### src/rtl/double_dabble_bin2bcd_seq.sv
// double_dabble_bin2bcd_seq: bit-serial double-dabble binary-to-BCD converter with valid/ready handshakes; DOUBLE_DABBLE_SIGNED_EN adds two's-complement input
function automatic int get_num_digits(input longint unsigned v);
  longint unsigned x;
  int n;
  x = v;
  n = 1;
  while (x >= 64'd10) begin
    x = x / 64'd10;
    n++;
  end
  return n;
endfunction

module double_dabble_bin2bcd_seq #(
  parameter int WIDTH = 16,
  parameter int NUM_DIGITS = get_num_digits((64'd1 << WIDTH) - 64'd1),
  parameter bit CHECK_PARAM = 1
) (
  input  logic                    clk,
  input  logic                    rst,
  input  logic                    in_valid,
  output logic                    in_ready,
  input  logic [WIDTH-1:0]        bin,
  input  logic                    signed_mode,
  output logic                    out_valid,
  input  logic                    out_ready,
  output logic [4*NUM_DIGITS-1:0] bcd,
  output logic                    neg,
  output logic                    busy
);
  localparam int BW = 4 * NUM_DIGITS;
  localparam int CW = WIDTH > 1 ? $clog2(WIDTH) : 1;
  typedef enum logic [1:0] {IDLE, CONV, HOLD} state_t;
  state_t state, state_d;
  logic [BW-1:0] bcd_q, adj;
  logic [WIDTH-1:0] mag_q, mag_in;
  logic [CW-1:0] cnt;
  logic last, accept;
  if (CHECK_PARAM) begin : g_check
    if (WIDTH < 1) $fatal(1, "WIDTH must be at least 1");
    if (NUM_DIGITS < get_num_digits((64'd1 << WIDTH) - 64'd1)) $fatal(1, "NUM_DIGITS too small for WIDTH");
  end
  assign last = cnt == CW'(WIDTH - 1);
  assign accept = state == IDLE && in_valid;
  assign in_ready = state == IDLE;
  assign out_valid = state == HOLD;
  assign busy = state != IDLE;
  assign bcd = bcd_q;
  always_ff @(posedge clk or posedge rst)
    if (rst) state <= IDLE;
    else state <= state_d;
  always_comb begin
    state_d = state == IDLE ? (in_valid ? CONV : IDLE) :
              state == CONV ? (last ? HOLD : CONV) :
              (out_ready ? IDLE : HOLD);
  end
  always_comb begin
    adj = bcd_q;
    for (int i = 0; i < NUM_DIGITS; i++)
      adj[4*i+:4] = bcd_q[4*i+:4] >= 4'd5 ? bcd_q[4*i+:4] + 4'd3 : bcd_q[4*i+:4];
  end
  always_ff @(posedge clk or posedge rst)
    if (rst) begin
      bcd_q <= '0;
      mag_q <= '0;
      cnt <= '0;
    end else if (accept) begin
      bcd_q <= '0;
      mag_q <= mag_in;
      cnt <= '0;
    end else if (state == CONV) begin
      {bcd_q, mag_q} <= {adj[BW-2:0], mag_q, 1'b0};
      cnt <= cnt + 1'b1;
    end
`ifdef DOUBLE_DABBLE_SIGNED_EN
  logic neg_in, neg_q;
  assign neg_in = signed_mode & bin[WIDTH-1];
  assign mag_in = neg_in ? -bin : bin;
  assign neg = neg_q;
  always_ff @(posedge clk or posedge rst)
    if (rst) neg_q <= 1'b0;
    else if (accept) neg_q <= neg_in;
`else
  logic unused;
  assign unused = signed_mode;
  assign mag_in = bin;
  assign neg = 1'b0;
`endif
endmodule

### config.mk
export PLATFORM = sky130hd
export DESIGN_NAME = double_dabble_bin2bcd_seq
export DESIGN_NICKNAME = d
export VERILOG_FILES = /design/src/rtl/double_dabble_bin2bcd_seq.sv
export SDC_FILE = /design/constraint.sdc
export NUM_CORES = 1
export LEC_CHECK = 0
export BUFFER_PORTS_ARGS = -buffer_cell sky130_fd_sc_hd__clkbuf_2
export CAP_MARGIN = 40
export CORE_MARGIN = 1
export CORE_UTILIZATION = 54
export DETAILED_ROUTE_END_ITERATION = 16
export PLACE_DENSITY = 0.79
export SKIP_CTS_REPAIR_TIMING = 1
export SLEW_MARGIN = 40
export SYNTH_ARGS = -nofsm -noshare
export SYNTH_HDL_FRONTEND = slang
export SYNTH_SLANG_ARGS = --single-unit
export TNS_END_PERCENT = 30
### constraint.sdc
create_clock -name clk -period 1.8 [get_ports clk]
set_input_delay 0.18 -clock clk [delete_from_list [all_inputs] [get_ports clk]]
set_output_delay 0.18 -clock clk [all_outputs]
set_load 0.02 [all_outputs]
==> After elaboration in Yosys (flattened, before gate mapping) <==
Index checks and enable logic that the tools add are counted.
{ "totals": {"elab_cells": 38, "romBits": 0, "output_inout_bits": 24, "ramBits": 0, "latchBits": 0, "n_memories": 0, "regBits": 42} }
{ "op_classes": {"addsub": 6, "n_eq_ne": 3, "shifts": 0, "n_mux": 16, "reduce_logical": 4, "bitwise_logic": 0, "n_div": 0, "magnitude_cmp": 5, "multipliers": 0} }
{ "ops": {"columns": ["cell", "n"], "rows": [
  ["$mux 20", 2],
  ["$mux 16", 2],
  ["$mux 4", 6],
  ["$ge 4x3->1 const B", 5],
  ["$add 4x2->4 const B", 4],
  ["$mux 2", 4],
  ["$add 4x1->4 const B", 1],
  ["$eq 4x4->1 const B", 1],
  ["$reduce_bool 2->1", 2],
  ["$add 3x2->3 const B", 1],
  ["$mux 3", 1],
  ["$eq 2x1->1 const B", 1],
  ["$eq 2x2->1 const B", 1],
  ["$logic_not 2->1", 1],
  ["$logic_and 1x1->1", 1],
  ["$mux 1", 1]
]} }

==> Depth between registers and ports, before layout <==
{ "logic_depth": {"depth_word": 4, "mapped_depth": 6, "ltp_nobuf": 6} }

==> Worst setup path after synthesis <==
Ideal clock, no wire load.
{ "synth_path": {"path_kind": "register -> register", "start": "register bcd_q[9] (netlist: bcd[9])", "end": "register bcd_q[10] (netlist: bcd[10])", "n_path_buf": 0, "path_slack_ps": 277, "required_time_ps": 1679, "stages_incl_launch_ff": 7, "t_arrival_ps": 1402, "path_cell_list": "dfrtp_1 > inv_1 > ha_1 > nand2b_1 > a21oi_1 > mux2i_1 > a22o_1"} }
{ "synth_between": {"elab_chain_cells": 4} }
{ "synth_lines": {"columns": ["element", "line_no", "text"], "rows": [
  ["start: declaration", "35", "logic [BW-1:0] bcd_q, adj;"],
  ["start signal: assignment", "72", "{bcd_q, mag_q} <= {adj[BW-2:0], mag_q, 1'b0};"],
  ["$add 4x2->4 or $ge 4x3->1 (tied branches)", "60", "adj[4*i+:4] = bcd_q[4*i+:4] >= 4'd5 ? bcd_q[4*i+:4] + 4'd3 : bcd_q[4*i+:4];"],
  ["$mux 4 *", "60", null],
  ["$mux 20 *", "71", "end else if (state == CONV) begin"],
  ["$mux 20 *", "67", "end else if (accept) begin"]
]} }
Every way passes the cells marked *; elsewhere a longest branch is shown, timed or not. The select of a mux whose other input is x is not followed.
A chain may end at the register's enable or synchronous reset.

==> Worst setup path in the final report <==
{ "layout_path": {"start": "register bcd_q[12] (netlist: bcd[12])", "end": "register bcd_q[14] (netlist: bcd[14])"} }
The elaborated chain is that of the path after synthesis.

==> impl_metrics.tcl <==
set metrics [dict create \
    netlist_instances 204 \
    grt_pass1_wl_mm 6.64 \
    clock_skew_ns 0.00677 \
    worst_hold_slack_ns -0.0264 \
    stdcell_area_mm2 0.00246 \
    avgRoutedWirePerCell_um 13.0 \
    portBuffers 42 \
    clk-insertion-delay-late_ns 0.30 \
    hp-class "in2async" \
    cp_slowest_cell "dfrtp_1" \
    rows 22 \
    cp_data_arrival_time_ns 1.81 \
    first_pass_iters 4 \
    ir_drop_mv 0.981 \
    setup_violations 0 \
    initial_core_util 0.570 \
    cts_tree "yes" \
    leakage_uw 0.00125 \
    die_width_um 64.6 \
    vias_per_cell 5.49 \
    cp_num_buf_inv 1 \
    period_needed_ns 1.58 \
    cts_sinks 42 \
    min_period_over_period 0.875 \
    worst_pin_slew_ns 0.518 \
    ios 45 \
    root_buffer "clkbuf_8" \
    dp_cells 289 \
    cts_buffers 5 \
    start_kind "flip-flop" \
    ys_seq_area_frac 0.496 \
    design.core.area_mm2 0.00372 \
    syn_nets 236 \
    num_vias 1632 \
    drtIter0Drc 114 \
    layout.cells.non_filler 297 \
    r2r_setup_slack_ns 0.22 \
    clk_pin_slew_ns 0.07 \
    antenna_cells 0 \
    htreeDepth 2 \
    drive_gt1_frac 0.237 \
    maxCapViolations 0 \
    grt-ovfl-total 0 \
    clk_path_buf_depth 2 \
    fmax_mhz 635 \
    dp.final_hpwl_mm 2.70 \
    critPathRequiredTime_ns 2.04 \
    wirelength_mm 3.87 \
    endpoint_kind "flip-flop" \
    nets 280 \
    grtUsageTotal 0.209 \
    grt_pass1_vias 1507 \
    placed_cell_area_mm2 0.00237 \
    cp_max_fo 4 \
    ys_ff_latch 42 \
    syn2layout_area_growth_pct 16.0 \
    grt_max_degree 43 \
    slew_violations 0 \
    final_cell_mix "42 x dfrtp_1, 42 x clkbuf_2, 39 x nand2_1" \
    rsz0062_at_grt "false" \
    yosys_warnings 0 \
    antenna_found_initial 0 \
    failed_checks "hold timing" \
    die_y_um 64.6 \
    cp_num_cells 6 \
    die-area_mm2 0.00418 \
    power.density_mw_per_mm2 1890 \
    path_class "reg2reg" \
    synth_cell_types 29 \
    status "finished with violations" \
    crit_path_max_incr_delay_ns 0.41 \
    antenna_left 0 \
    syn_avg_cell_area_um2 10.4 \
    cpLargestDelayFamily "compound AO/OA/AOI/OAI gates" \
    gp_congestion 0.802 \
    worstPathCellList "inv_1 -> ha_1 -> nand2b_1 -> a21oi_1 -> mux2i_1 -> a22o_1" \
    hold_viol_final 42 \
    tns_ns 0 \
    slew_headroom 0.655 \
    netlist_area_mm2 0.00212 \
    post-route-drc-count 0 \
    reg2reg_depth 6 \
    power_uw 4640 \
]
## state kept, by name, indices dropped and copies added, names as in the netlist
signal	count
mag_q	16
state	2
cnt	4
bcd	20
## power breakdown
group	internal (uW)	switching, uW	leakage, uW
logic	998	1320	0.000670
registers	1360	332	0.000529
clock network	309	308	0.0000482
total	2670	1960	0.00125
## logic make-up (layout without fill, tap and decap cells)
family / count (synthesis) / after routing / share of synthesized area
other cells: 1 / 1 / 0.00177
compound gates: 53 / 53 / 0.181
flops: 42 / 42 / 0.496
xor+xnor: 9 / 9 / 0.0372
simple gates: 58 / 58 / 0.131
buf+inv: 25 / 70 / 0.0644
mux: 5 / 5 / 0.0236
fa+ha+maj: 11 / 11 / 0.0650
## per-layer routing
layer  part of all wire  wire [um]  track usage  vias up
met3              0.037        142       0.0475        8
met1               0.47       1840        0.271      789
met4              0.016         62       0.0833        0
met5                  0          0            0        -
met2               0.47       1830        0.338       32
li1                   -          -            -      803
## cell type report
cell class	count	area, um2
clock buffers	7	86.3
multi-input cells	137	931
inverters	13	48.8
flip-flops and latches	42	1050
well taps	48	60.1
repair buffers	49	275
clock inverters	1	5.00
fillers	299	1260
## cells in the mapped netlist (all sizes together)
library cell,n,area (um2)
clkbuf,4,15.0
xnor2,5,43.8
xor2,4,35.0
and2b,1,8.76
conb,1,3.75
inv,13,48.8
o22ai,6,37.5
nand4,1,6.26
nor3b,1,12.5
o21ai,7,35.0
or3b,1,8.76
dfrtp,42,1050
nand2b,6,37.5
a32o,5,50.1
nor2,3,11.3
nand2,40,166
nand3,5,25.0
ha,11,138
a22o,5,43.8
o31ai,6,45.0
a22oi,15,113
mux2i,5,50.1
a21oi,5,25.0
buf,8,72.6
o32ai,4,35.0
## worst reg2reg max path, delay by kind of cell, from the launching register on
kind	cells	cell delay (ns)
adder cells (fa/ha/maj)	1	0.21
buffers and inverters	1	0.12
multiplexers	1	0.26
flip-flops	1	0.41
AO/OA/AOI/OAI	2	0.45
AND/OR/NAND/NOR	1	0.07
## path summary, 6_finish.rpt
kind	start	end
max	bcd[12]	bcd[14]
min	rst	bcd[8]
max reg2reg	bcd[12]	bcd[14]
min reg2reg	mag_q[6]	mag_q[6]
max in group asynchronous	rst	bcd[1]
min in group clk	out_ready	state[1]
## through the flow
stage | hold WS [ns] | worst slack, ns | utilization
after CTS | -0.00383 | 0.215 | 0.661
final | -0.0264 | 0.225 | 0.661
after floorplan | 0.279 | 0.277 | -
after global routing | 0.0362 | 0.0906 | 0.661
after detailed placement | 0.321 | 0.231 | 0.637
after global placement | 0.324 | 0.238 | 0.637
(Power assumes the default switching activity.)
